[src/rtl/multdiv_issue_ctrl_pkg.sv]
// Shared definitions for the multdiv issue controller.
//   md_state_e : controller state encoding
//   md_cause_e : why a writeback result is flagged, if at all
//   TIMEOUT_DEFAULT : default watchdog limit in cycles after START
package multdiv_issue_ctrl_pkg;

  localparam int TIMEOUT_DEFAULT = 40;

  typedef enum logic [2:0] {
    ST_IDLE  = 3'd0,
    ST_START = 3'd1,
    ST_BUSY  = 3'd2,
    ST_DONE  = 3'd3,
    ST_DRAIN = 3'd4
  } md_state_e;

  typedef enum logic [1:0] {
    CAUSE_NONE    = 2'd0,
    CAUSE_MD      = 2'd1,
    CAUSE_TIMEOUT = 2'd2
  } md_cause_e;

  function automatic logic cause_is_exc(input md_cause_e cause);
    return cause != CAUSE_NONE;
  endfunction

endpackage

[src/rtl/multdiv_issue_ctrl_watchdog.sv]
// Watchdog counter for an in-flight multdiv op.
//   clock, reset_n : clock, async active-low reset
//   clear_i        : reset the count to zero (op accepted)
//   enable_i       : count this cycle (START, BUSY, DRAIN)
//   expire_o       : count has reached TIMEOUT-1
// The count saturates at all-ones rather than wrapping, so a stuck
// enable can never make expire_o fire a second time by accident.
module md_watchdog #(
  parameter int TIMEOUT = 40
) (
  input  logic clock,
  input  logic reset_n,
  input  logic clear_i,
  input  logic enable_i,
  output logic expire_o
);

  localparam int                CNT_W = $clog2(TIMEOUT) + 1;
  localparam logic [CNT_W-1:0]  LIMIT = CNT_W'(TIMEOUT - 1);

  logic [CNT_W-1:0] count_q;

  always_ff @(posedge clock or negedge reset_n) begin
    if (!reset_n) begin
      count_q <= '0;
    end else if (clear_i) begin
      count_q <= '0;
    end else if (enable_i && (count_q != '1)) begin
      count_q <= count_q + CNT_W'(1);
    end
  end

  assign expire_o = (count_q == LIMIT);

endmodule

[src/rtl/multdiv_issue_ctrl.sv]
// Issue controller between execute and the multdiv unit. Accepts one op,
// pulses the matching start strobe, holds operands, stalls upstream until
// the unit answers (or the watchdog expires), then holds the result for
// writeback until acknowledged. Flush squashes the op in flight.
//
// Ports:
//   clock, reset_n          clock, async active-low reset
//   op_valid/op_is_div/op_a/op_b/op_rd   op from execute
//   op_ready                controller idle, can accept
//   flush                   squash in-flight op
//   md_operandA/B           registered operands to multdiv
//   ctrl_MULT/ctrl_DIV      one-cycle start pulses
//   md_result/md_exception/md_ready      multdiv response
//   stall                   hold upstream pipeline
//   wb_valid/wb_data/wb_rd/wb_exception/wb_timeout  writeback result
//   wb_ack                  writeback consumed result
//
// state | meaning
// IDLE  | waiting for op_valid; op_ready=1
// START | start pulse on ctrl_MULT/ctrl_DIV; md_ready is stale, ignored
// BUSY  | waiting for md_ready or watchdog expiry
// DONE  | result held for writeback until wb_ack or flush
// DRAIN | op flushed; wait for md_ready/expiry, discard result
module multdiv_issue_ctrl
  import multdiv_issue_ctrl_pkg::*;
#(
  parameter int WIDTH   = 32,
  parameter int RD_W    = 5,
  parameter int TIMEOUT = TIMEOUT_DEFAULT
) (
  input  logic             clock,
  input  logic             reset_n,
  input  logic             op_valid,
  input  logic             op_is_div,
  input  logic [WIDTH-1:0] op_a,
  input  logic [WIDTH-1:0] op_b,
  input  logic [RD_W-1:0]  op_rd,
  output logic             op_ready,
  input  logic             flush,
  output logic [WIDTH-1:0] md_operandA,
  output logic [WIDTH-1:0] md_operandB,
  output logic             ctrl_MULT,
  output logic             ctrl_DIV,
  input  logic [WIDTH-1:0] md_result,
  input  logic             md_exception,
  input  logic             md_ready,
  output logic             stall,
  output logic             wb_valid,
  output logic [WIDTH-1:0] wb_data,
  output logic [RD_W-1:0]  wb_rd,
  output logic             wb_exception,
  output logic             wb_timeout,
  input  logic             wb_ack
);

  md_state_e        state_q, state_d;
  logic             accept, capture, wd_enable, wd_expire;
  logic [WIDTH-1:0] opa_q, opb_q, wb_data_q;
  logic [RD_W-1:0]  rd_q, wb_rd_q;
  logic             ctrl_mult_q, ctrl_div_q, op_ready_q, wb_valid_q;
  md_cause_e        cause_q;

  assign accept    = (state_q == ST_IDLE) && op_valid;
  assign capture   = (state_q == ST_BUSY) && (state_d == ST_DONE);
  assign wd_enable = (state_q == ST_START) || (state_q == ST_BUSY) ||
                     (state_q == ST_DRAIN);

  md_watchdog #(.TIMEOUT(TIMEOUT)) u_watchdog (
    .clock    (clock),
    .reset_n  (reset_n),
    .clear_i  (accept),
    .enable_i (wd_enable),
    .expire_o (wd_expire)
  );

  always_comb begin
    state_d = state_q;
    unique case (state_q)
      ST_IDLE:  if (op_valid) state_d = ST_START;
      ST_START: state_d = flush ? ST_DRAIN : ST_BUSY;
      ST_BUSY: begin
        // Flush beats a same-cycle response; if the unit has already
        // answered (or given up) there is nothing left to drain.
        if (flush)                       state_d = (md_ready || wd_expire) ? ST_IDLE : ST_DRAIN;
        else if (md_ready || wd_expire)  state_d = ST_DONE;
      end
      ST_DONE:  if (flush || wb_ack) state_d = ST_IDLE;
      ST_DRAIN: if (md_ready || wd_expire) state_d = ST_IDLE;
      default:  state_d = ST_IDLE;
    endcase
  end

  always_ff @(posedge clock or negedge reset_n) begin
    if (!reset_n) begin
      state_q     <= ST_IDLE;
      op_ready_q  <= 1'b1;
      ctrl_mult_q <= 1'b0;
      ctrl_div_q  <= 1'b0;
      wb_valid_q  <= 1'b0;
      opa_q       <= '0;
      opb_q       <= '0;
      rd_q        <= '0;
      wb_rd_q     <= '0;
      wb_data_q   <= '0;
      cause_q     <= CAUSE_NONE;
    end else begin
      state_q     <= state_d;
      op_ready_q  <= (state_d == ST_IDLE);
      ctrl_mult_q <= accept && !op_is_div;
      ctrl_div_q  <= accept && op_is_div;
      wb_valid_q  <= (state_d == ST_DONE);
      if (accept) begin
        opa_q <= op_a;
        opb_q <= op_b;
        rd_q  <= op_rd;
      end
      if (capture) begin
        wb_rd_q <= rd_q;
        // md_ready wins over a same-cycle expiry
        if (md_ready) begin
          wb_data_q <= md_result;
          cause_q   <= md_exception ? CAUSE_MD : CAUSE_NONE;
        end else begin
          wb_data_q <= '0;
          cause_q   <= CAUSE_TIMEOUT;
        end
      end
    end
  end

  assign op_ready     = op_ready_q;
  assign stall        = (state_q != ST_IDLE) || op_valid;
  assign md_operandA  = opa_q;
  assign md_operandB  = opb_q;
  assign ctrl_MULT    = ctrl_mult_q;
  assign ctrl_DIV     = ctrl_div_q;
  assign wb_valid     = wb_valid_q;
  assign wb_data      = wb_data_q;
  assign wb_rd        = wb_rd_q;
  assign wb_exception = cause_is_exc(cause_q);
  assign wb_timeout   = (cause_q == CAUSE_TIMEOUT);

endmodule

[config.mk]
export PLATFORM = sky130hd
export DESIGN_NAME = multdiv_issue_ctrl
export DESIGN_NICKNAME = d
export VERILOG_FILES = /design/src/rtl/multdiv_issue_ctrl_pkg.sv /design/src/rtl/multdiv_issue_ctrl_watchdog.sv /design/src/rtl/multdiv_issue_ctrl.sv
export SDC_FILE = /design/constraint.sdc
export NUM_CORES = 1
export LEC_CHECK = 0
export ABC_AREA = 1
export CAP_MARGIN = 20
export CORE_UTILIZATION = 33
export DETAILED_ROUTE_END_ITERATION = 8
export SETUP_SLACK_MARGIN = 0.1
export SYNTH_ARGS = -nofsm -noshare
export SYNTH_HDL_FRONTEND = slang
export SYNTH_SLANG_ARGS = --single-unit
[constraint.sdc]
create_clock -name clock -period 1.9 [get_ports clock]
set_input_delay 0.475 -clock clock [delete_from_list [all_inputs] [get_ports clock]]
set_output_delay 0.475 -clock clock [all_outputs]
set_load 0.05 [all_outputs]
# == Word-level counts from Yosys, hierarchy flattened ==
# Cells that the tools add are included.
# totals
latch_bits,0
mem_bits_ro,0
elab_cells,50
ramBits,0
ff_bits,122
out_inout_bits,108
mem_count,0
in_bits,109
# op_classes
multipliers,0
shift,0
n_bitwise,0
mux,13
addsub,1
n_div,0
order_cmp,0
n_eq_ne,8
n_reduce_logical,16
# op_table
cell,n
32-bit two-way mux,1
3-bit two-way mux,7
3-bit one-hot mux with 5 select lines,1
7-bit two-way mux,2
"3-bit by 2-bit == test with 1-bit output, second input constant",3
"7-bit by 1-bit adder with 7-bit output, second input constant",1
"7-bit by 6-bit == test with 1-bit output, second input constant",1
"7-bit != test, second input constant",1
3-bit logical NOT,2
1-bit logical AND,5
1-bit logical OR,5
2-bit nonzero test,2
"3-bit by 1-bit == test with 1-bit output, second input constant",1
"3-bit == test, second input constant",1
3-bit nonzero test,1
"2-bit == test, second input constant",1
2-bit two-way mux,1
1-bit logical NOT,1
1-bit two-way mux,1

# == Logic depth before layout (Yosys ltp) ==
# logic_depth
ltp_word,7
mapped_depth,9
ltp_nobuf,9

# == By module ==
# From an unflattened synthesis, not the netlist that was laid out.
# unflattened
cells_unflattened,567
area_unflattened_um2,4931.0
# modules_own_cells
mod,cells_per_inst,seq_area_each_um2,instances,area_per_inst_um2
multdiv_issue_ctrl,497,2879.0,1,4459.3
md_watchdog,70,175.2,1,471.7

# == Least setup slack after synthesis ==
# Ideal clock, no wire load.
# synth_timing
path_kind,reg2out
start,reg cause_q[0]
end,out wb_timeout
setup_slack_ps,397
arrival_ps,1028
path_stages_with_launch,2
t_required_ps,1425
path_cell_list,dfrtp_1 > nor2_1
# synth_between
elab_chain_len,1
# synth_rtl
element,line,rtl
"start, declared",multdiv_issue_ctrl.sv:61,md_cause_e cause_q;
"start signal, assigned",multdiv_issue_ctrl.sv:122,cause_q <= md_exception ? CAUSE_MD : CAUSE_NONE;
2-bit == test,multdiv_issue_ctrl.sv:141,assign wb_timeout = (cause_q == CAUSE_TIMEOUT);
"end, declared",multdiv_issue_ctrl.sv:52,"output logic wb_timeout,"
# No other way between the ends.

# == Worst setup path in the final report ==
# layout_timing
start,in op_valid
end,out stall
# layout_between
elab_chain_len,1
# layout_rtl
element,line,rtl
"start, declared",multdiv_issue_ctrl.sv:33,"input logic op_valid,"
1-bit logical OR,multdiv_issue_ctrl.sv:132,assign stall = (state_q != ST_IDLE) || op_valid;
"end, declared",multdiv_issue_ctrl.sv:47,"output logic stall,"
# No other way between the ends.

==> run_results.csv <==
group,metric,value,unit
status,status,"finished, final reports clean",
yosys,yosys_most_used_dff,"dfrtp_1",
floorplanning,initial_core_util,33.6,%
setup_path,worstReg2RegEnd,"wb_data[19]",
yosys,synth-seq-cells,122,
sta,fin_skew,0.0130,ns
clocking,postCtsHoldBufs,0,
drt,drtIter0Drc,163,
sta,finalSetupViolations,0,
setup_path,path_class,"in2out",
yosys,syn_inst,563,
setup_path,arrival,1.30,ns
power,finalPower,15.5,mW
final_layout,drive_above_1_share,25.3,%
setup_path,cp.required,1.42,ns
grt,grt_max_degree,71,
drt,firstDrtPassIters,4,
sta,timing.final.ws_setup,0.124,ns
place,place.detailed.instances,953,
floorplanning,rows,45,
setup_path,worst-r2r-cell-count,10,
setup_path,r2r-start,"state_q[1]",
final_layout,final_net_count,897,
sta,fin_tns_setup,0,ns
sta,maxSlewHeadroom,72.0,%
yosys,synth.net_count,673,
yosys,synthTopCellsByArea,"dfrtp_1 60%, nand2_1 22%, o21ai_2 5.3%",
place,placed_cell_area,0.00720,mm²
final_layout,area_delta_synth_final,54.4,%
hold_path,hp-class,"in2async",
sta,min_period,1.78,ns
flow_run,maxCapViolations,0,
sta,fin_crit_sh,93.5,%
place,dpl_worst_slack,0.0423,ns
clocking,clk_pin_slew,0.05,ns
floorplanning,dieArea,0.0159,mm²
yosys,synth.avg_cell_area,9.03,µm²
grt,grt_pass1_vias,4246,
sta,finalHoldViolCount,0,
clocking,clk_latency,0.41,ns
sta,tightest_slew,0.421,ns
drt,via_per_inst,4.44,
final_layout,antenna_cells,0,
yosys,yosysWarnings,0,
power,ir_drop,915,µV
yosys,yosysTopAreaCell,"dfrtp_1",
clocking,clk_path_buf_depth,2,
yosys,async_flop_share,100,%
setup_path,endpoint_kind,"primary output",
place,gp_congestion,0.775,
final_layout,final_design_area_no_fill,0.00786,mm²
final_layout,instances_no_fill,988,
setup_path,cp.depth,3,
setup_path,max_stage_delay,0.43,ns
floorplanning,boundaryPins,217,
drt,finalWirelength,13000,µm
clocking,cts_tree,"yes",
clocking,clock-sinks,122,
floorplanning,die_y,126,µm
power,power.density,1980,mW/mm²
grt,grt_pass1_wl,21200,µm
yosys,netlist_area,0.00509,mm²
clocking,root_buffer,"clkbuf_16",
setup_path,cp-start-kind,"primary input",
yosys,yosysSeqAreaShare,60.0,%
setup_path,crit_family,"buffers and inverters",
grt,antenna_found_initial,0,
sta,finalMaxSlewViolations,0,
drt,drcViolationCount,0,
setup_path,ff2ff_setup_slack,0.24,ns
drt,wire_per_inst,13.2,µm
floorplanning,die_w,126,µm
setup_path,cp_num_buf_inv,2,
yosys,synth_top_area_share,59.5,%
grt,grt_usage,16.9,%
place,post-dp-hpwl,9180,µm
yosys,synth_edf_count,0,
clocking,htree_levels,4,
setup_path,path_cells,"clkdlybuf4s50_1 > nand3b_1 > buf_12",
sta,rsz0062_at_grt,"yes",
drt,ant_nets,0,
clocking,numCtsBuffers,17,
sta,max_freq,563,MHz
floorplanning,core_area,0.0151,mm²
setup_path,cp_slowest_cell,"clkdlybuf4s50_1",
power,power_leakage,4.08,nW
grt,overflow,0,
place,port_buffers,216,
yosys,synth.distinct_cells,26,
drt,dr_total_vias,4386,
setup_path,crit_fanout,2,
cell families after synthesis:
family / share of synthesized area (%)
adders and majority gates: 0.246
and+or+nand+nor: 26.2
DFF: 60.0
buffers and inverters: 6.13
AOI/OAI and AO/OA: 6.81
xor gates and xnor gates: 0.517
flip-flops by register name, indices dropped and copies added (netlist names), 2 cells and up:
register	flops
u_watchdog.count_q	7
state_q	3
wb_rd	5
md_operandB	32
cause_q	2
md_operandA	32
rd_q	5
wb_data	32
placed cells by master, fill, tap and decap left out, drive strengths merged:
cell type / instances
clkbuf: 20
buf: 126
o21ai: 44
clkdlybuf4s50: 107
or2: 1
a21oi: 2
bufinv: 4
nor2: 15
clkinvlp: 3
inv: 24
nand2: 299
dfstp: 1
nand3b: 1
dfrtp: 121
xor2: 3
ha: 1
nand4: 2
nand3: 20
clkinv: 6
timing repair:
| action | in CTS | in global routing |
|---|---|---|
| setup endpoints to repair | 1 | 3 |
| buffers inserted | 1 | 2 |
| gates cloned | 0 | 0 |
| gates resized for setup | 0 | 2 |
| pin swaps | 2 | 2 |
area by class of cell:
type | count | area, µm²
clock inverter | 12 | 171
tap | 188 | 235
sequential | 122 | 3050
multi-input combinational | 388 | 1720
inverter | 25 | 93.8
timing repair buffer | 233 | 2120
clock buffer | 20 | 457
fill | 1415 | 7290
per-stage QoR:
| step | hold WS (ns) | utilization (%) |
|---|---|---|
| after global placement | 0.464 | 47.5 |
| after detailed placement | 0.466 | 47.5 |
| final | 0.0589 | 51.9 |
| after global routing | 0.0645 | 51.9 |
| after CTS | 0.0606 | 51.7 |
| after floorplan | 0.179 | - |
worst register-to-register path, stage by stage, from the launching register on:
cell	delay, ns
dfrtp_1	0.41
buf_4	0.16
buf_4	0.13
inv_2	0.06
nor2_2	0.04
nand3_1	0.10
clkinv_1	0.11
nand2_4	0.17
buf_4	0.21
nand2_1	0.08
o21ai_1	0.11
per-layer routing:
metal	global-route usage, %	vias up	part of all wire [%]
met3	5.69	13	6.4
li1	-	2182	-
met2	26.3	150	46
met1	21.8	2041	46
met4	6.80	0	1.3
met5	0	-	0
worst max-delay path by stage:
stage / slack (ns) / startpoint / endpoint
detailed placement: 0.04 / flush / wb_data[19]
CTS: 0.09 / state_q[0] / stall
global placement: 0.10 / flush / wb_data[2]
global route: 0.05 / state_q[1] / stall
floorplan: 0.40 / cause_q[0] / wb_timeout
finish: 0.12 / op_valid / stall
cell usage after synthesis, types with 2 or more instances:
library cell / number
a21oi_1: 2
nand3_1: 19
dfrtp_1: 121
buf_2: 6
nor2_1: 12
nand2_2: 2
nand4_1: 2
o21ai_1: 8
buf_4: 6
inv_1: 20
nor2_2: 2
inv_2: 4
clkbuf_1: 5
buf_6: 11
o21ai_2: 31
xor2_1: 3
o21ai_0: 5
nand2_1: 296
power breakdown:
group / internal (mW) / switching, mW / total [mW]
Combinational: 2.35 / 5.45 / 7.80
Sequential: 3.68 / 0.634 / 4.31
Clock: 2.25 / 1.15 / 3.40
Total: 8.29 / 7.23 / 15.5
Note: power is estimated with default switching activity, not from simulation.
